File: config.mk
export PLATFORM = sky130hd
export DESIGN_NAME = jt51_acc_seq
export DESIGN_NICKNAME = d
export VERILOG_FILES = /design/src/rtl/jt51_acc_seq.sv
export SDC_FILE = /design/constraint.sdc
export NUM_CORES = 1
export LEC_CHECK = 0
export CAP_MARGIN = 0
export CORE_ASPECT_RATIO = 0.8
export CORE_MARGIN = 3
export CORE_UTILIZATION = 40
export CTS_CLUSTER_SIZE = 16
export DETAILED_ROUTE_END_ITERATION = 8
export PLACE_DENSITY = 0.65
export SLEW_MARGIN = 20
export SYNTH_ARGS = -nofsm -noshare
export SYNTH_HDL_FRONTEND = slang
export SYNTH_SLANG_ARGS = --single-unit
File: constraint.sdc
create_clock -name clk -period 2.5 [get_ports clk]
set_input_delay 0.5 -clock clk [delete_from_list [all_inputs] [get_ports clk]]
set_output_delay 0.5 -clock clk [all_outputs]
set_load 0.02 [all_outputs]
File: src/rtl/jt51_acc_seq.sv
// JT51 accumulator slot sequencer: 32-slot frame, group strobes, per-channel config and sample FIFO.
// Optional JT51_ACC_SEQ_OVF_EN adds the saturating dropped-sample counter ovf_cnt.
module jt51_acc_seq #(
  parameter int unsigned FIFO_DEPTH = 2
) (
  input  logic               clk,
  input  logic               rst,
  input  logic               cen,
  input  logic               run,
  input  logic               cfg_wr,
  input  logic [2:0]         cfg_ch,
  input  logic [1:0]         cfg_rl,
  input  logic [2:0]         cfg_con,
  input  logic signed [15:0] xleft,
  input  logic signed [15:0] xright,
  output logic [4:0]         slot,
  output logic               m1_enters,
  output logic               m2_enters,
  output logic               c1_enters,
  output logic               c2_enters,
  output logic               op31_acc,
  output logic [1:0]         rl_I,
  output logic [2:0]         con_I,
  output logic               busy,
  output logic               out_valid,
  input  logic               out_ready,
  output logic signed [15:0] out_left,
  output logic signed [15:0] out_right
`ifdef JT51_ACC_SEQ_OVF_EN
  ,
  output logic [7:0]         ovf_cnt
`endif
);

  localparam int unsigned AW = $clog2(FIFO_DEPTH);
  localparam logic [AW:0] DEPTH_V = (AW+1)'(FIFO_DEPTH);

  localparam logic [1:0] IDLE  = 2'd0;
  localparam logic [1:0] RUN   = 2'd1;
  localparam logic [1:0] DRAIN = 2'd2;

  logic [1:0] state, state_nxt;
  logic [4:0] slot_nxt;
  logic       active_nxt;
  logic       skip;
  logic       push, pop, full, accept;

  logic [1:0] rl_mem  [8];
  logic [2:0] con_mem [8];

  logic signed [15:0] fl_mem [FIFO_DEPTH];
  logic signed [15:0] fr_mem [FIFO_DEPTH];
  logic [AW:0]        wr_ptr, rd_ptr;

  always_comb begin
    state_nxt = state;
    case (state)
      IDLE:    if (run) state_nxt = RUN;
      RUN:     if (!run) state_nxt = DRAIN;
      DRAIN: begin
        if (run)                 state_nxt = RUN;
        else if (slot == 5'd31)  state_nxt = IDLE;
      end
      default: state_nxt = IDLE;
    endcase
    // DRAIN leaves at slot 31, so the wrap of slot+1 already yields 0 there
    slot_nxt   = (state == IDLE) ? 5'd0 : slot + 5'd1;
    active_nxt = (state_nxt != IDLE);
  end

  assign busy = (state != IDLE);

  always_ff @(posedge clk) begin
    if (rst) begin
      state     <= IDLE;
      slot      <= '0;
      m1_enters <= 1'b0;
      m2_enters <= 1'b0;
      c1_enters <= 1'b0;
      c2_enters <= 1'b0;
      op31_acc  <= 1'b0;
      rl_I      <= 2'b11;
      con_I     <= '0;
      skip      <= 1'b1;
    end else if (cen) begin
      state     <= state_nxt;
      slot      <= slot_nxt;
      m1_enters <= active_nxt && (slot_nxt[4:3] == 2'd0);
      m2_enters <= active_nxt && (slot_nxt[4:3] == 2'd1);
      c1_enters <= active_nxt && (slot_nxt[4:3] == 2'd2);
      c2_enters <= active_nxt && (slot_nxt[4:3] == 2'd3);
      op31_acc  <= active_nxt && (slot_nxt == 5'd31);
      if (cfg_wr && (cfg_ch == slot_nxt[2:0])) begin
        rl_I  <= cfg_rl;
        con_I <= cfg_con;
      end else begin
        rl_I  <= rl_mem[slot_nxt[2:0]];
        con_I <= con_mem[slot_nxt[2:0]];
      end
      if (state == IDLE)       skip <= 1'b1;
      else if (slot == 5'd17)  skip <= 1'b0;
    end
  end

  always_ff @(posedge clk) begin
    if (rst) begin
      for (int unsigned i = 0; i < 8; i++) begin
        rl_mem[i]  <= 2'b11;
        con_mem[i] <= '0;
      end
    end else if (cfg_wr) begin
      rl_mem[cfg_ch]  <= cfg_rl;
      con_mem[cfg_ch] <= cfg_con;
    end
  end

  assign push      = cen && (state != IDLE) && (slot == 5'd17) && !skip;
  assign out_valid = (wr_ptr != rd_ptr);
  assign pop       = out_valid && out_ready;
  assign full      = ((wr_ptr - rd_ptr) == DEPTH_V);
  assign accept    = push && (!full || pop);
  assign out_left  = fl_mem[rd_ptr[AW-1:0]];
  assign out_right = fr_mem[rd_ptr[AW-1:0]];

  always_ff @(posedge clk) begin
    if (rst) begin
      wr_ptr <= '0;
      rd_ptr <= '0;
      for (int unsigned i = 0; i < FIFO_DEPTH; i++) begin
        fl_mem[i] <= '0;
        fr_mem[i] <= '0;
      end
    end else begin
      if (accept) begin
        fl_mem[wr_ptr[AW-1:0]] <= xleft;
        fr_mem[wr_ptr[AW-1:0]] <= xright;
        wr_ptr <= wr_ptr + 1'b1;
      end
      if (pop) rd_ptr <= rd_ptr + 1'b1;
    end
  end

`ifdef JT51_ACC_SEQ_OVF_EN
  logic drop;
  assign drop = push && full && !pop;

  always_ff @(posedge clk) begin
    if (rst)                          ovf_cnt <= '0;
    else if (drop && ovf_cnt != '1)   ovf_cnt <= ovf_cnt + 8'd1;
  end
`endif

endmodule

# Word level (Yosys, flattened, before mapping)
# Memory sizes are Yosys's and may differ from the RTL's. A register that Yosys moved wholly into a read port is not among the register bits.
# Cells that the tools add are included.
[classes]
add_sub_neg = 4
n_mul = 0
n_div = 0
magnitude_cmp = 0
eq_ne = 10
shifts = 0
muxes = 32
bitwise_logic = 0
reduce_logical = 23
[op_table]
columns = ["op", "n"]
rows = [
  ["$mux W16", 2],
  ["$reduce_or A16 Y1", 2],
  ["$mux W1", 20],
  ["$eq A5 B5 Y1 const B", 3],
  ["$logic_and A1 B1 Y1", 10],
  ["$mux W2", 5],
  ["$mux W3", 3],
  ["$eq A2 B2 Y1 const B", 4],
  ["$pmux W2 S3", 1],
  ["$reduce_bool A2 Y1", 3],
  ["$add A5 B1 Y5 const B", 1],
  ["$mux W5", 1],
  ["$add A2 B1 Y2 const B", 2],
  ["$eq A2 B1 Y1 const B", 2],
  ["$logic_not A2 Y1", 2],
  ["$reduce_or A3 Y1", 1],
  ["$logic_not A1 Y1", 2],
  ["$ne A2 B2 Y1", 1],
  ["$reduce_and A2 Y1", 1],
  ["$reduce_or A2 Y1", 1],
  ["$sub A2 B2 Y2", 1],
  ["$logic_or A1 B1 Y1", 1],
]
[totals]
register_bits = 17
latch_bits = 0
mem_bits_rw = 104
mem_bits_ro = 0
input_bits = 46
output_inout_bits = 49
memories = 4
[memory_table]
columns = ["name", "depth", "word_bits", "rd", "rd_clocked_by_memory_dff", "wr", "line_no", "rtl"]
rows = [
  ["fl_mem", 2, 16, 1, 1, 2, "51", "logic signed [15:0] fl_mem [FIFO_DEPTH];"],
  ["fr_mem", 2, 16, 1, 1, 2, "52", "logic signed [15:0] fr_mem [FIFO_DEPTH];"],
  ["con_mem", 8, 3, 1, 1, 8, "49", "logic [2:0] con_mem [8];"],
  ["rl_mem", 8, 2, 1, 1, 8, "48", "logic [1:0] rl_mem [8];"],
]

# Logic depth before layout (Yosys ltp)
# Gate-level depths: netlist of the first run.
[logic_depth]
word_depth = 10
mapped_depth = 8
mapped_depth_nobuf = 8

# Worst setup path before layout of the first run
# OpenSTA, ideal clock, no wires.
[synth_timing]
kind = "input -> register"
from = "in cen"
to = "mem fl_mem[0][0] (enable)"
setup_ps = 375
arrival_time_ps = 2098
setup_slack_ps = 28
cell_stages = 6
cell_sequence = "buf_4 -> and2b_1 -> nand4b_1 -> nor4_4 -> nor3b_4 -> or2_2"
[synth_lines]
columns = ["element", "line_no", "rtl"]
rows = [
  ["from (decl)", "8", "input logic cen,"],
  ["to (decl)", "51", ""],
]

==> results of run 1 <==
sequential cells by signal, indices dropped and copies added, names as in the netlist, named ones only:
name       count
state          2
fl_mem        32
m1_enters      1
rl_mem        16
rl_I           2
op31_acc       1
con_mem       24
skip           1
rd_ptr         2
c1_enters      1
slot           5
wr_ptr         2
con_I          3
m2_enters      1
fr_mem        32
c2_enters      1
placed cells by master (no fill, tap or decap), drive strengths merged, types with 5 or more instances in the layout:
| cell type | count |
|---|---|
| a21oi | 5 |
| and2 | 90 |
| buf | 25 |
| clkbuf | 17 |
| clkdlybuf4s50 | 94 |
| clkinv | 8 |
| dfxtp | 23 |
| edfxtp | 104 |
| inv | 8 |
| mux2 | 32 |
| mux2i | 9 |
| nand2 | 44 |
| nand2b | 8 |
| nand3 | 15 |
| nor2 | 30 |
| nor3 | 5 |
| o211ai | 5 |
| o21ai | 5 |
| o221ai | 5 |
| or2 | 11 |
worst paths after layout:
| kind | cells after the start | to |
|---|---|---|
| setup / recovery | 3 | out_left[13] |
| hold / removal | 2 | con_I[0] |
| setup reg to reg | 6 | con_I[1] |
| hold reg to reg | 2 | con_I[0] |
synthesized netlist by cell type (4+ instances only):
cell type,count
sky130_fd_sc_hd__dfxtp_1,23
sky130_fd_sc_hd__xnor2_1,4
sky130_fd_sc_hd__clkbuf_1,8
sky130_fd_sc_hd__and2_2,17
sky130_fd_sc_hd__o21ai_0,5
sky130_fd_sc_hd__nand2b_1,8
sky130_fd_sc_hd__nand2_1,44
sky130_fd_sc_hd__or2_2,11
sky130_fd_sc_hd__o211ai_1,5
sky130_fd_sc_hd__a22oi_1,4
sky130_fd_sc_hd__mux2_2,32
sky130_fd_sc_hd__nor2_1,29
sky130_fd_sc_hd__a21oi_1,5
sky130_fd_sc_hd__buf_2,5
sky130_fd_sc_hd__edfxtp_1,104
sky130_fd_sc_hd__o221ai_1,5
sky130_fd_sc_hd__nor3_1,5
sky130_fd_sc_hd__and2_1,73
sky130_fd_sc_hd__nand3_1,15
sky130_fd_sc_hd__mux2i_1,9
kinds of logic (layout without fill, tap and decap cells):
family / count (synthesis) / after routing / synth area share, %
AO/OA/AOI/OAI: 39 / 39 / 5.08
XOR/XNOR: 7 / 7 / 1.05
adder cells (fa/ha/maj): 3 / 3 / 0.643
buffers and inverters: 29 / 156 / 2.55
flip-flops: 127 / 127 / 61.4
multiplexers: 41 / 41 / 7.72
AND/OR/NAND/NOR: 223 / 223 / 21.6
timing repair:
item                                    4_1_cts  5_1_grt
hold endpoints to repair                      0        0
resized for setup                             1        1
pin swaps                                     0        0
endpoints found under the setup margin        1       16
worst max-delay path: stages (launching register included):
cell and delay (ns):
sky130_fd_sc_hd__dfxtp_1 0.33, sky130_fd_sc_hd__buf_4 0.26, sky130_fd_sc_hd__mux2_2 0.38, sky130_fd_sc_hd__clkdlybuf4s50_1 0.54
where the power goes:
group	internal, mW	switching (mW)
clock	1.28	0.930
combinational	0.212	0.219
sequential	2.39	0.0335
cell type report:
class	count	area, µm²	share of cell area, %
well taps	180	225	2.94
inverters	5	18.8	0.245
clock buffers	17	425	5.55
clock inverters	15	113	1.47
multi-input cells	313	2110	27.5
flip-flops and latches	127	3580	46.7
repair buffers	119	1190	15.5
routing by layer:
metal	part of all wire, %	track usage, %	vias to the layer above
li1	-	-	1909
met1	47	23.7	1931
met2	45	24.8	97
met3	6.6	5.43	6
met4	0.56	4.39	0
met5	0	0	-
per-stage QoR:
step	power [mW]	TNS (ns)	instance area [µm²]	utilization [%]
2_1_floorplan	2.66	0	5840	-
3_5_place_dp	2.89	-1.96	7120	51.1
4_1_cts	5.11	0	7670	55.0
5_1_grt	5.25	-0.0934	7670	55.0
6_report	5.06	0	7670	55.0
3_3_place_gp	2.89	-1.57	7120	51.1
==> out/qor.json, run 1 <==
{
  "synth.ff_latch_count": {"value": 127},
  "final_hold_viol_count": {"value": 0},
  "worst_hold_startpoint": {"value": "con_I[0]"},
  "detail_route.iter0.violations": {"value": 288},
  "ys_top_cells_by_area": {"value": "sky130_fd_sc_hd__edfxtp_1, sky130_fd_sc_hd__dfxtp_1, sky130_fd_sc_hd__and2_1"},
  "drtPass1Iterations": {"value": 4},
  "layoutNonFillerInstCount": {"value": 776},
  "postCtsHoldBufs": {"value": 0},
  "worst_hold_slack": {"value": 0.489, "unit": "ns"},
  "number_of_cells_after_detailed_placement": {"value": 744},
  "core": {"value": 0.0139, "unit": "mm²"},
  "grt_first_pass_wirelength": {"value": 20700, "unit": "µm"},
  "num-fill-cells": {"value": 1164},
  "initial_core_util": {"value": 41.9, "unit": "%"},
  "async_flop_share": {"value": 0, "unit": "%"},
  "synth_enable_flop_cells": {"value": 104},
  "ctsLongestPathBuffers": {"value": 2},
  "postSynthCellCount": {"value": 469},
  "min_period": {"value": 2.44, "unit": "ns"},
  "reg2reg_from": {"value": "slot[0]"},
  "setup_slack": {"value": 0.0561, "unit": "ns"},
  "timing.max_slew.rel_slack": {"value": 62.6, "unit": "%"},
  "viasPerCell": {"value": 5.08},
  "design.portCount": {"value": 95},
  "post_drt_wl_per_cell": {"value": 16.7, "unit": "µm"},
  "number_of_antenna_violations_at_the_first_check_in_global_routing": {"value": 0},
  "clk_root_buffer_cell": {"value": "sky130_fd_sc_hd__clkbuf_16"},
  "timing_max_transition_violations_final": {"value": 0},
  "tritoncts": {"value": "done"},
  "max-cap-violations": {"value": 0},
  "clock_sinks": {"value": 127},
  "yosysWarningCount": {"value": 0},
  "type_of_destination_of_the_critical_path": {"value": "output pin"},
  "largest_net_degree_at_the_start_of_global_routing": {"value": 37},
  "syn-mean-instance-area": {"value": 12.4, "unit": "µm²"},
  "die_x": {"value": 141, "unit": "µm"},
  "run_status": {"value": "completed"},
  "cts.clk_slew.worst_paths": {"value": 0.06, "unit": "ns"},
  "synthDominantAreaCellType": {"value": "sky130_fd_sc_hd__edfxtp_1"},
  "worst_supply_voltage_drop_on_vdd": {"value": 0.466, "unit": "mV"},
  "critical_path_peak_fanout": {"value": 17},
  "synth_cell_types": {"value": 55},
  "timing_worst_slew_pin_value": {"value": 0.560, "unit": "ns"},
  "place_congestion": {"value": 0.859},
  "min_period_over_period": {"value": 97.8, "unit": "%"},
  "tritoncts.num_buffers": {"value": 17},
  "die_area": {"value": 0.0161, "unit": "mm²"},
  "rsz0062_at_grt": {"value": "true"},
  "wl": {"value": 12900, "unit": "µm"},
  "grt_pass1_vias": {"value": 3872},
  "place.detailed.hpwl": {"value": 9070, "unit": "µm"},
  "drt_drc_violations_left": {"value": 0},
  "layout.nets": {"value": 632},
  "clock_latency_late_sink": {"value": 0.41, "unit": "ns"},
  "startpoint_type": {"value": "flip-flop"},
  "port_buffers": {"value": 94},
  "floorplan_die_height": {"value": 114, "unit": "µm"},
  "ff2ff_setup_slack": {"value": 0.20, "unit": "ns"},
  "synth_seq_area_share": {"value": 61.4, "unit": "%"},
  "floorplan.rows": {"value": 38},
  "num_antenna_cells": {"value": 0},
  "data_arrival_time_of_the_critical_path": {"value": 1.94, "unit": "ns"},
  "synth_ff_type": {"value": "sky130_fd_sc_hd__edfxtp_1"},
  "post-cts-setup-buffers": {"value": 0},
  "path_class": {"value": "reg -> out"},
  "min-delay-path-class": {"value": "reg -> reg"},
  "overflow": {"value": 0},
  "drive_gt1_share": {"value": 20.8, "unit": "%"},
  "finClkSkew": {"value": 0.00895, "unit": "ns"},
  "yosysTopAreaCellShare": {"value": 53.5, "unit": "%"},
  "setup_viol": {"value": 0},
  "flow.area_growth_from_synthesis": {"value": 31.4, "unit": "%"},
  "achievable-frequency": {"value": 0.409, "unit": "GHz"},
  "power.static_leakage": {"value": 2.74, "unit": "nW"},
  "htree_levels": {"value": 4},
  "critPathRequiredTime": {"value": 2.00, "unit": "ns"},
  "ant_nets": {"value": 0},
  "placement_setup_slack": {"value": -0.0632, "unit": "ns"},
  "power_density": {"value": 659, "unit": "mW/mm²"},
  "groute.usage.overall": {"value": 16.7, "unit": "%"},
  "net_count_synth": {"value": 518},
  "synthesis.area": {"value": 0.00584, "unit": "mm²"},
  "routed-via-count": {"value": 3943}
}
Power figures use the tool's default switching activity.
==> inputs of run 2 (changes only) <==
--- a/config.mk
+++ b/config.mk
@@ -8,10 +8,10 @@
 export CAP_MARGIN = 0
 export CORE_ASPECT_RATIO = 0.8
 export CORE_MARGIN = 3
-export CORE_UTILIZATION = 40
+export CORE_UTILIZATION = 48
 export CTS_CLUSTER_SIZE = 16
 export DETAILED_ROUTE_END_ITERATION = 8
-export PLACE_DENSITY = 0.65
+export PLACE_DENSITY = 0.76
 export SLEW_MARGIN = 20
 export SYNTH_ARGS = -nofsm -noshare
 export SYNTH_HDL_FRONTEND = slang
==> run 2 against run 1 <==
Compared with the run above: combinational power hardly changed; final cell count is 4.3% lower; routed wire length is 3.9% lower; largest cell class unchanged; clock power is 16% higher.
==> out/qor.json, run 2 (synthesized netlist as in run 1, its figures left out) <==
{
  "largest_net_degree_at_the_start_of_global_routing": {"value": 37},
  "cpPeakStageDelay": {"value": 0.58, "unit": "ns"},
  "timing.max_slew.rel_slack": {"value": 57.5, "unit": "%"},
  "worst_hold_slack": {"value": 0.495, "unit": "ns"},
  "initial_core_util": {"value": 49.9, "unit": "%"},
  "design.portCount": {"value": 95},
  "critPathRequiredTime": {"value": 2.00, "unit": "ns"},
  "detail_route.iter0.violations": {"value": 266},
  "tritoncts.num_buffers": {"value": 17},
  "num-fill-cells": {"value": 867},
  "layout.area.seq": {"value": 0.00358, "unit": "mm²"},
  "placement_setup_slack": {"value": -0.0837, "unit": "ns"},
  "port_buffers": {"value": 94},
  "groute.usage.overall": {"value": 19.0, "unit": "%"},
  "grt_first_pass_wirelength": {"value": 19800, "unit": "µm"},
  "ant_nets": {"value": 0},
  "fin_area": {"value": 0.00770, "unit": "mm²"},
  "multi_input_area": {"value": 0.00211, "unit": "mm²"},
  "data_arrival_time_of_the_critical_path": {"value": 1.93, "unit": "ns"},
  "place_congestion": {"value": 0.949},
  "min_period_over_period": {"value": 97.3, "unit": "%"},
  "achievable-frequency": {"value": 0.411, "unit": "GHz"},
  "reg2reg_from": {"value": "slot[1]"},
  "timing_worst_slew_pin_value": {"value": 0.636, "unit": "ns"},
  "finClkSkew": {"value": 0.0104, "unit": "ns"},
  "die_area": {"value": 0.0135, "unit": "mm²"},
  "die_x": {"value": 129, "unit": "µm"},
  "setup_slack": {"value": 0.0676, "unit": "ns"},
  "postCtsHoldBufs": {"value": 0},
  "floorplan.rows": {"value": 35},
  "cp_top_family": {"value": "buffers and inverters"},
  "power_density": {"value": 703, "unit": "mW/mm²"},
  "tns": {"value": 0, "unit": "ns"},
  "path_class": {"value": "reg -> out"},
  "min-delay-path-class": {"value": "reg -> reg"},
  "final_util": {"value": 65.9, "unit": "%"},
  "power.static_leakage": {"value": 2.77, "unit": "nW"},
  "clock_latency_late_sink": {"value": 0.41, "unit": "ns"},
  "post_drt_wl_per_cell": {"value": 16.7, "unit": "µm"},
  "core": {"value": 0.0117, "unit": "mm²"},
  "startpoint_type": {"value": "flip-flop"},
  "layoutNonFillerInstCount": {"value": 743},
  "rsz0062_at_grt": {"value": "false"},
  "min_period": {"value": 2.43, "unit": "ns"},
  "clk_root_buffer_cell": {"value": "sky130_fd_sc_hd__clkbuf_16"},
  "viasPerCell": {"value": 5.34},
  "setup_viol": {"value": 0},
  "post_dp_cell_area": {"value": 0.00708, "unit": "mm²"},
  "htree_levels": {"value": 4},
  "cpMaxStageDelayCell": {"value": "sky130_fd_sc_hd__clkdlybuf4s50_1"},
  "layout_top_registers": {"value": "fl_mem x32, fr_mem x32, con_mem x24"},
  "critical_path_peak_fanout": {"value": 32},
  "ctsLongestPathBuffers": {"value": 2},
  "commonest_cells_after_routing_fill_and_taps_aside": {"value": "sky130_fd_sc_hd__edfxtp_1, sky130_fd_sc_hd__clkdlybuf4s50_1, sky130_fd_sc_hd__and2_1"},
  "report.power.total": {"value": 5.41, "unit": "mW"},
  "run_status": {"value": "completed"},
  "routed-via-count": {"value": 3969},
  "grt_pass1_vias": {"value": 4025},
  "max-cap-violations": {"value": 0},
  "number_of_antenna_violations_at_the_first_check_in_global_routing": {"value": 0},
  "place.detailed.hpwl": {"value": 8470, "unit": "µm"},
  "floorplan_die_height": {"value": 105, "unit": "µm"},
  "timing_max_transition_violations_final": {"value": 0},
  "drt_drc_violations_left": {"value": 0},
  "overflow": {"value": 0},
  "wl": {"value": 12400, "unit": "µm"},
  "type_of_destination_of_the_critical_path": {"value": "output pin"},
  "num_antenna_cells": {"value": 0},
  "drtPass1Iterations": {"value": 5},
  "flow.area_growth_from_synthesis": {"value": 31.9, "unit": "%"},
  "worst_hold_startpoint": {"value": "con_I[0]"},
  "final_hold_viol_count": {"value": 0},
  "cts.clk_slew.worst_paths": {"value": 0.06, "unit": "ns"},
  "tritoncts": {"value": "done"},
  "layout.nets": {"value": 631},
  "final_common_cell": {"value": "sky130_fd_sc_hd__edfxtp_1"},
  "number_of_cells_after_detailed_placement": {"value": 711},
  "timing.critical_path.buf_inv": {"value": 2},
  "worst_supply_voltage_drop_on_vdd": {"value": 0.476, "unit": "mV"},
  "cp_cell_sequence": {"value": "buf_12, mux2_2, clkdlybuf4s50_1"},
  "drive_gt1_share": {"value": 20.3, "unit": "%"},
  "clock_sinks": {"value": 127}
}
run 2: final cells by class:
type / instances / share of cell area, %
Inverter: 5 / 0.244
Multi-Input combinational cell: 313 / 27.4
Sequential cell: 127 / 46.5
Timing Repair Buffer: 118 / 15.4
Clock inverter: 14 / 2.49
Tap cell: 148 / 2.40
Clock buffer: 18 / 5.57
run 2: power breakdown:
part           switching [mW]  total [mW]  internal [mW]
sequential             0.0322        2.42           2.39
clock                   0.895        2.56           1.67
combinational           0.220       0.431          0.212
run 2: final timing paths:
kind	depth (start not counted)	endpoint	slack (ns)
worst max register to register	7	con_I[1]	0.13
worst min-delay path	2	con_I[0]	0.50
worst max-delay path	3	out_left[9]	0.07
worst min register to register	2	con_I[0]	0.50
run 2: what timing repair did:
| item | CTS | global route |
|---|---|---|
| endpoints found under the setup margin | 1 | 0 |
| gates resized for setup | 1 | 0 |
| buffers inserted | 0 | 0 |
run 2: metal layers:
metal  global-route usage, %  wire [µm]  up-vias
met3                    5.16        749       12
met1                    24.8       5390     1926
met2                    30.7       6140      127
met4                    6.07        142        0
met5                       0          0        -
li1                        -          -     1904
run 2: worst reg2reg max path, stage by stage (launching register included):
cell	delay, ns
sky130_fd_sc_hd__dfxtp_1	0.42
sky130_fd_sc_hd__ha_1	0.27
sky130_fd_sc_hd__xnor2_1	0.08
sky130_fd_sc_hd__buf_4	0.19
sky130_fd_sc_hd__nor3b_1	0.55
sky130_fd_sc_hd__nand3_1	0.20
sky130_fd_sc_hd__and3_1	0.24
sky130_fd_sc_hd__a221o_1	0.31
==> inputs of run 3 (changes only) <==
--- a/config.mk
+++ b/config.mk
@@ -5,13 +5,13 @@
 export SDC_FILE = /design/constraint.sdc
 export NUM_CORES = 1
 export LEC_CHECK = 0
-export CAP_MARGIN = 0
 export CORE_ASPECT_RATIO = 0.8
 export CORE_MARGIN = 3
-export CORE_UTILIZATION = 48
+export CORE_UTILIZATION = 54
 export CTS_CLUSTER_SIZE = 16
 export DETAILED_ROUTE_END_ITERATION = 8
-export PLACE_DENSITY = 0.76
+export GPL_TIMING_DRIVEN = 0
+export PLACE_DENSITY = 0.81
 export SLEW_MARGIN = 20
 export SYNTH_ARGS = -nofsm -noshare
 export SYNTH_HDL_FRONTEND = slang
==> constraint.sdc (replaced) <==
create_clock -name clk -period 2.3 [get_ports clk]
set_input_delay 0.46 -clock clk [delete_from_list [all_inputs] [get_ports clk]]
set_output_delay 0.46 -clock clk [all_outputs]
set_load 0.02 [all_outputs]
==> run 3 against run 2 <==
Compared with the run above: sequential cell count unchanged; non-clock buffer count decreased by 1; hold slack got worse by 0.082 ns; setup slack improved by 0.043 ns; global-route usage increased by 3.8 points; design area decreased by 1.5%; die area decreased by 11%; via count increased by 4.2%.
==> out/qor.json, run 3 (synthesized netlist as in run 1, its figures left out) <==
{
  "min_period_over_period": {"value": 95.2, "unit": "%"},
  "viasPerCell": {"value": 5.61},
  "die_area": {"value": 0.0121, "unit": "mm²"},
  "timing_max_transition_violations_final": {"value": 0},
  "port_buffers": {"value": 92},
  "routed-via-count": {"value": 4137},
  "layout_top_registers": {"value": "fl_mem x32, fr_mem x32, con_mem x24"},
  "worst_supply_voltage_drop_on_vdd": {"value": 0.594, "unit": "mV"},
  "min-delay-path-class": {"value": "in -> reg"},
  "floorplan_die_height": {"value": 99, "unit": "µm"},
  "critical_path_peak_fanout": {"value": 3},
  "grt_first_pass_wirelength": {"value": 20700, "unit": "µm"},
  "design.portCount": {"value": 95},
  "timing.hold.worst_path_depth": {"value": 3},
  "ant_nets": {"value": 0},
  "power_density": {"value": 762, "unit": "mW/mm²"},
  "placement_setup_slack": {"value": -0.413, "unit": "ns"},
  "worst_hold_startpoint": {"value": "cen"},
  "path_class": {"value": "reg -> out"},
  "wl": {"value": 13500, "unit": "µm"},
  "flow.area_growth_from_synthesis": {"value": 29.9, "unit": "%"},
  "critPathRequiredTime": {"value": 1.84, "unit": "ns"},
  "number_of_antenna_violations_at_the_first_check_in_global_routing": {"value": 0},
  "htree_levels": {"value": 4},
  "initial_core_util": {"value": 56.1, "unit": "%"},
  "timing_worst_slew_pin_value": {"value": 0.780, "unit": "ns"},
  "ff2ff_path_depth": {"value": 6},
  "tritoncts": {"value": "done"},
  "drt_drc_violations_left": {"value": 0},
  "post_drt_wl_per_cell": {"value": 18.3, "unit": "µm"},
  "groute.usage.overall": {"value": 22.8, "unit": "%"},
  "tritoncts.num_buffers": {"value": 17},
  "startpoint_type": {"value": "flip-flop"},
  "power.static_leakage": {"value": 2.81, "unit": "nW"},
  "ctsLongestPathBuffers": {"value": 2},
  "hold_path_end": {"value": "state[0]"},
  "postCtsHoldBufs": {"value": 0},
  "run_status": {"value": "completed"},
  "grt_pass1_vias": {"value": 4118},
  "rsz0062_at_grt": {"value": "false"},
  "data_arrival_time_of_the_critical_path": {"value": 1.73, "unit": "ns"},
  "type_of_destination_of_the_critical_path": {"value": "output pin"},
  "setup_slack": {"value": 0.111, "unit": "ns"},
  "finClkSkew": {"value": 0.00907, "unit": "ns"},
  "die_x": {"value": 122, "unit": "µm"},
  "final_common_cell": {"value": "sky130_fd_sc_hd__edfxtp_1"},
  "place_congestion": {"value": 0.955},
  "layout.nets": {"value": 633},
  "place.detailed.hpwl": {"value": 8770, "unit": "µm"},
  "min_period": {"value": 2.19, "unit": "ns"},
  "setup_viol": {"value": 0},
  "achievable-frequency": {"value": 0.457, "unit": "GHz"},
  "timing.max_slew.rel_slack": {"value": 48.0, "unit": "%"},
  "largest_net_degree_at_the_start_of_global_routing": {"value": 33},
  "reg2reg_from": {"value": "slot[2]"},
  "final_hold_viol_count": {"value": 0},
  "clk_root_buffer_cell": {"value": "sky130_fd_sc_hd__clkbuf_16"},
  "max-cap-violations": {"value": 0},
  "ff2ff_setup_slack": {"value": 0.13, "unit": "ns"},
  "clock_latency_late_sink": {"value": 0.42, "unit": "ns"},
  "cts.clk_slew.worst_paths": {"value": 0.06, "unit": "ns"},
  "drtPass1Iterations": {"value": 5},
  "clock_sinks": {"value": 127},
  "r2r-end": {"value": "fr_mem[0][4]"},
  "detail_route.iter0.violations": {"value": 335},
  "overflow": {"value": 0},
  "floorplan.rows": {"value": 33},
  "num_antenna_cells": {"value": 0},
  "commonest_cells_after_routing_fill_and_taps_aside": {"value": "sky130_fd_sc_hd__edfxtp_1, sky130_fd_sc_hd__and2_1, sky130_fd_sc_hd__clkdlybuf4s50_1"},
  "core": {"value": 0.0104, "unit": "mm²"},
  "final_util": {"value": 72.9, "unit": "%"},
  "drive_gt1_share": {"value": 20.9, "unit": "%"}
}
run 3: critical path: stages (launching register included):
cell and delay (ns):
sky130_fd_sc_hd__dfxtp_1 0.33, sky130_fd_sc_hd__xnor2_1 0.25, sky130_fd_sc_hd__nand2_1 0.16, sky130_fd_sc_hd__clkdlybuf4s50_1 0.57
run 3: worst max path at each step:
stage | slack [ns] | endpoint | start | depth (start not counted)
2_1_floorplan | 0.04 | fl_mem[0][0] | cen | 6
3_3_place_gp | -0.38 | fr_mem[0][7] | out_ready | 5
3_5_place_dp | -0.41 | fr_mem[0][7] | out_ready | 5
4_1_cts | 0.03 | rl_I[0] | slot[0] | 7
5_1_grt | 0.02 | fr_mem[0][6] | slot[2] | 6
6_report | 0.11 | out_valid | rd_ptr[1] | 3
run 3: metal layers:
layer	vias up	part of all wire [%]	track usage, %
li1	1913	-	-
met1	1998	42	30.3
met2	203	48	35.8
met3	23	8.0	5.68
met4	0	2.0	9.98
met5	-	0	0
run 3: area by class of cell:
class                      instances  area [µm²]
fill                             717        2820
buffer                            23         141
sequential                       127        3590
timing repair buffer              94         897
tap                              140         175
multi-input combinational        316        2150
clock inverter                     7        37.5
inverter                           5        18.8
clock buffer                      25         581
run 3: power breakdown:
| part | internal [mW] | switching (mW) | total, mW | leakage, nW |
|---|---|---|---|---|
| clock | 1.74 | 0.962 | 2.70 | 0.316 |
| sequential | 2.60 | 0.0344 | 2.63 | 1.19 |
| combinational | 0.197 | 0.248 | 0.446 | 1.30 |
| total | 4.54 | 1.24 | 5.78 | 2.81 |
run 3: metrics by stage:
stage	setup TNS, ns	area, µm²	instances	total power [mW]	hold slack (ns)
floorplan	0	5840	469	2.89	0.476
global placement	-25.61	6940	701	3.12	0.470
detailed placement	-28.45	6940	701	3.13	0.497
CTS	0	7550	735	5.79	0.399
global route	0	7580	737	5.94	0.424
finish	0	7580	737	5.78	0.414
run 3: repair_timing:
item | CTS | global route
setup endpoints to repair | 97 | 69
buffers inserted | 2 | 0
pin swaps | 0 | 1
cloned | 1 | 2
gates resized for setup | 41 | 6
==> RTL change 1 (settings of run 2) <==
Register the inputs `cfg_wr`, `cfg_ch`, `cfg_rl` and `cfg_con` before use, without a reset. The logic sees them one clock later. The other inputs are not delayed to match.
--- a/src/rtl/jt51_acc_seq.sv
+++ b/src/rtl/jt51_acc_seq.sv
@@ -38,6 +38,18 @@
   localparam logic [1:0] IDLE  = 2'd0;
   localparam logic [1:0] RUN   = 2'd1;
   localparam logic [1:0] DRAIN = 2'd2;
+
+  logic cfg_wr_q;
+  logic [2:0] cfg_ch_q;
+  logic [1:0] cfg_rl_q;
+  logic [2:0] cfg_con_q;
+
+  always_ff @(posedge clk) begin
+    cfg_wr_q  <= cfg_wr;
+    cfg_ch_q  <= cfg_ch;
+    cfg_rl_q  <= cfg_rl;
+    cfg_con_q <= cfg_con;
+  end
 
   logic [1:0] state, state_nxt;
   logic [4:0] slot_nxt;
@@ -90,9 +102,9 @@
       c1_enters <= active_nxt && (slot_nxt[4:3] == 2'd2);
       c2_enters <= active_nxt && (slot_nxt[4:3] == 2'd3);
       op31_acc  <= active_nxt && (slot_nxt == 5'd31);
-      if (cfg_wr && (cfg_ch == slot_nxt[2:0])) begin
-        rl_I  <= cfg_rl;
-        con_I <= cfg_con;
+      if (cfg_wr_q && (cfg_ch_q == slot_nxt[2:0])) begin
+        rl_I  <= cfg_rl_q;
+        con_I <= cfg_con_q;
       end else begin
         rl_I  <= rl_mem[slot_nxt[2:0]];
         con_I <= con_mem[slot_nxt[2:0]];
@@ -108,9 +120,9 @@
         rl_mem[i]  <= 2'b11;
         con_mem[i] <= '0;
       end
-    end else if (cfg_wr) begin
-      rl_mem[cfg_ch]  <= cfg_rl;
-      con_mem[cfg_ch] <= cfg_con;
+    end else if (cfg_wr_q) begin
+      rl_mem[cfg_ch_q]  <= cfg_rl_q;
+      con_mem[cfg_ch_q] <= cfg_con_q;
     end
   end
 
Check against the original RTL: not equivalent (a bounded check fails within 4 cycles, from zero or initial values and one cycle with rst high).
==> RTL change 1 against run 2 <==
  * Non-clock buffer count fell by 3
  * Wire length rose by 4.4%
  * Power rose by 0.85%
  * Sequential cell count rose by 9
  * Via count rose by 2.7%
  * Worst setup slack improved by 0.014 ns
  * First-iteration DRC count rose by 21%
  * Final area rose by 1.7%
  * Count of clock-buffer cells in the layout did not move
  * Synthesized area rose by 2.9%
  * Cell count rose by 3.4%
  * Clock power fell by 3%
  * Core utilization rose by 0.13 points
==> RTL change 1: results (changes against run 2) <==
| Metric | Value |
|---|---|
| Worst-skew pair later-pin latency | 0.42 ns |
| Critical-path top delay cell | clkdlybuf4s50_1 |
| Vias in the first global route | 4106 (+2.0%) |
| Placed Cells | 736 (+3.5%) |
| Reg2reg start | slot[0]$_SDFFE_PP0P_ |
| Slew HR | 0.496 (-0.0790) |
| Commonest cells post-synth | edfxtp_1 (104), and2_1 (81), nand2_1 (38) |
| Largest fanout on the critical path | 13 (-59%) |
| Worst Hold Launch | op31_acc$_SDFFE_PP0P_ |
| Hold crit path type | flop to flop |
| Initial antenna violation count | 0 (unchanged) |
| WL final | 13000 um (+4.4%) |
| GRT Total Usage | 0.193 (+0.00325) |
| Synth async-reset ratio | 0 (unchanged) |
| Largest registers | fl_mem x32, fr_mem x32, con_mem x24 |
| Routed length per instance | 16.9 um (+1.0%) |
| DP Wirelength | 8870 um (+4.8%) |
| CP delay by family, top | buffers and inverters |
| Synthesized area per cell | 12.5 um2 (about the same) |
| Post-cts repair resize count | 1 (unchanged) |
| First-pass GRT wire length | 20500 um (+3.5%) |
| Worst path max stage delay | 0.57 ns |
| Lkg Pwr | 2.80 nW (+1.2%) |
| Initial drt markers | 321 (+21%) |
| CTS max path bufs | 2 (unchanged) |
| Largest net degree at the start of global routing | 33 (-11%) |
| CP arrival | 1.92 ns |
| Peak supply drop | 0.463 mV (-2.7%) |
| H-tree Lvls | 4 (unchanged) |
| 1st-pass router iterations | 4 (-1) |
| CTS sink cnt | 136 (+7.1%) |
| Synth area leaders | edfxtp_1 (52%), dfxtp_1 (11%), and2_1 (8.4%), mux2_2 (6.0%), nand2_1 (2.4%) |
| Vias | 4077 (+2.7%) |
| Bufs and invs on worst path | 2 (unchanged) |
| Status | finished clean |
| Final net count | 638 (+1.1%) |
| EDFF count, synth | 104 (unchanged) |
| Clock Skews | 0.0135 ns (+0.00311 ns) |
| Final GP Congestion | 0.912 (-3.9%) |
| ANT cells | 0 (unchanged) |
| # fillers | 873 (+0.69%) |
| Sequential-to-total area share from yosys stat | 0.627 (+0.0130) |
| Synth cell types | 54 (-1.8%) |
| Ratio of cells with drive above 1 in the final layout | 0.164 (-0.0389) |
| Mapped Nets | 531 (+2.5%) |
| Number of CTS-inserted buffers | 17 (unchanged) |
| Clk slew on worst S/H paths | 0.06 ns (about the same) |
| CTS root buf | clkbuf_16 |
| Setup Buffers After CTS | 0 (unchanged) |
| Yosys warns | 0 (unchanged) |
-- RTL change 1: worst min-delay path, cell delays in order (launching register included) --
cell	delay [ns]
dfxtp_1	0.31
nand2b_1	0.06
a21oi_1	0.05
-- RTL change 1: cell families after synthesis --
| group | share of synthesized area |
|---|---|
| AND/OR/NAND/NOR | 0.202 |
| AO/OA/AOI/OAI | 0.0519 |
| multiplexers | 0.0767 |
| buffers and inverters | 0.0258 |
| flip-flops | 0.627 |
| XOR/XNOR | 0.0102 |
| adder cells (fa/ha/maj) | 0.00625 |
-- RTL change 1: stage by stage --
step	setup WS, ns	cell area (um2)	hold WS, ns	utilization
floorplan	0.150	6000	0.476	-
global placement	-0.136	7240	0.457	0.610
detailed placement	-0.138	7240	0.459	0.610
CTS	0.0691	7830	0.470	0.660
global route	0.00392	7830	0.512	0.660
finish	0.0818	7830	0.470	0.660
-- RTL change 1: area by class of cell --
cell class                      instances  share of cell area
Multi-Input combinational cell        314               0.267
Timing Repair Buffer                  115               0.148
Clock buffer                           18              0.0548
Tap cell                              166              0.0265
Inverter                                5             0.00240
Sequential cell                       136               0.480
Clock inverter                         14              0.0208
-- RTL change 1: worst paths after layout --
kind,to,slack (ns),cells past startpoint
worst max-delay path,busy,0.08,3
worst min-delay path,op31_acc$_SDFFE_PP0P_,0.47,2
worst max register to register,con_I[2]$_SDFFE_PP0P_,0.15,7
worst min register to register,op31_acc$_SDFFE_PP0P_,0.47,2
-- RTL change 1: power breakdown --
part	switching [mW]	leakage, nW	internal [mW]
sequential	0.0382	1.26	2.52
clock	0.999	0.283	1.49
combinational	0.207	1.26	0.203
total	1.24	2.80	4.21
-- RTL change 1: routing by layer --
layer	global-route usage	vias up	part of all wire
met5	0	-	0
met4	0.0690	0	0.016
met3	0.0467	21	0.064
met2	0.304	143	0.49
met1	0.261	1963	0.43
li1	-	1950	-
==> RTL change 2 (settings of run 2) <==
Without the edit above. Add a define of `JT51_ACC_SEQ_OVF_EN`.
--- a/src/rtl/jt51_acc_seq.sv
+++ b/src/rtl/jt51_acc_seq.sv
@@ -1,5 +1,7 @@
 // JT51 accumulator slot sequencer: 32-slot frame, group strobes, per-channel config and sample FIFO.
 // Optional JT51_ACC_SEQ_OVF_EN adds the saturating dropped-sample counter ovf_cnt.
+`define JT51_ACC_SEQ_OVF_EN
+
 module jt51_acc_seq #(
   parameter int unsigned FIFO_DEPTH = 2
 ) (
Behaviour (old outputs only; new: ovf_cnt): unchanged (equiv_simple and equiv_induct, registers matched by name and starting in step).
==> RTL change 2 against run 2 <==
  * Sequential cell count grew 8
  * Wire length grew 11%
  * Worst setup slack gained 0.025 ns
  * Clock skew shrank 0.0045 ns
  * Global-route usage grew 0.40 points
  * Worst hold slack gained 0.022 ns
  * Final area grew 6.5%
  * Combinational power shrank 8.6%
  * Synthesized area grew 7.0%
  * Power shrank 1.3%
  * Sequential power grew 5%
  * Largest cell class unchanged
  * Largest power group is now sequential cells
==> RTL change 2: results (changes against run 2) <==
| Metric | Value |
|---|---|
| Net Sw Power | 1.17 mW (+2.4%) |
| Status | finished clean |
| First-pass GRT wire length | 21800 um (+9.9%) |
| Combinational Power | 0.394 mW (-8.6%) |
| Worst R2R Path Depth | 6 (-1) |
| WHS | 0.517 ns (+0.0220 ns) |
| Mapped Cells | 498 (+6.2%) |
| Placed Cells | 769 (+8.2%) |
| Non-filler instance count after layout | 802 (+7.9%) |
| Initial drt markers | 334 (+26%) |
| Sw Ratio | 0.220 (+0.00791) |
| Largest fanout on the critical path | 5 (-84%) |
| GRT Total Usage | 0.194 (+0.00404) |
| Synth area leaders | edfxtp_1 (50%), dfxtp_1 (9.9%), and2_1 (9.2%), mux2_2 (6.3%), nor2_1 (2.0%) |
| DR vias/cell | 5.31 (-0.61%) |
| Port Buf Inserts | 102 (+8.5%) |
| Setup WS pre-CTS | 0.0113 ns (+0.0950 ns) |
| Sequential-to-total area share from yosys stat | 0.599 (-0.0147) |
| Peak supply drop | 0.514 mV (+8.0%) |
| Lkg Pwr | 3.01 nW (+8.5%) |
| Clock Skews | 0.00585 ns (-0.00453 ns) |
| Worst Hold Launch | op31_acc$_SDFFE_PP0P_ |
| Ratio of cells with drive above 1 in the final layout | 0.189 (-0.0148) |
| Final GP Congestion | 0.895 (-5.7%) |
| DP Wirelength | 9360 um (+11%) |
| R2R Setup Slk | 0.34 ns (+0.21 ns) |
| Dpl cell area | 7610 um2 (+7.6%) |
| Worst Max-Slew Pin Slew | 0.692 ns (+0.0563 ns) |
| CP arrival | 1.91 ns (-0.02 ns) |
| Synth cell types | 56 (+1.8%) |
| Share of power burned in registers | 0.475 (+0.028) |
| Mapped Nets | 548 (+5.8%) |
| Routed length per instance | 17.1 um (+2.5%) |
| Final net count | 668 (+5.9%) |
[RTL change 2: worst max-delay path by stage]
| stage | from | end | slack [ns] |
|---|---|---|---|
| after floorplan | slot[0]$_SDFFE_PP0P_ | fl_mem[1][0]$_SDFFCE_PN0P_ | 0.07 |
| after global placement | cen | fl_mem[0][9]$_SDFFCE_PN0P_ | 0.05 |
| after detailed placement | cen | fl_mem[0][12]$_SDFFCE_PN0P_ | 0.01 |
| after CTS | state[1]$_SDFFE_PP0P_ | busy | 0.06 |
| after global routing | wr_ptr[0]$_SDFFE_PP0N_ | out_valid | 0.02 |
| final | wr_ptr[0]$_SDFFE_PP0N_ | out_valid | 0.09 |
[RTL change 2: per-layer routing]
metal / share of wire / track usage
met1: 0.43 / 0.256
met2: 0.49 / 0.314
met3: 0.069 / 0.0488
met4: 0.011 / 0.0720
met5: 0 / 0
[RTL change 2: repair_timing]
action	4_1_cts	5_1_grt
pin swaps	0	1
gates resized for setup	1	0
setup endpoints to repair	1	1
buffers inserted	0	1
[RTL change 2: worst register-to-register path: stages (launching register included)]
cell and delay, ns:
dfxtp_1 0.33, inv_1 0.05, ha_1 0.28, o21ba_1 0.36, mux4_2 0.57, a21o_1 0.20, a221o_1 0.28
[RTL change 2: cells by family (layout without fill, tap and decap cells)]
group,after synthesis,after routing,synth area share
AOI/OAI and AO/OA,44,44,0.0501
buffers and inverters,32,165,0.0240
DFF,135,135,0.599
adders and majority gates,4,4,0.00801
muxes,47,47,0.0903
and+or+nand+nor,221,221,0.206
xor gates and xnor gates,15,15,0.0222
[RTL change 2: layout make-up]
cell class	count	area, um2
flip-flops and latches	135	3740
clock buffers	17	425
fillers	904	4230
clock inverters	15	155
well taps	171	214
multi-input cells	331	2350
repair buffers	128	1290
inverters	5	18.8
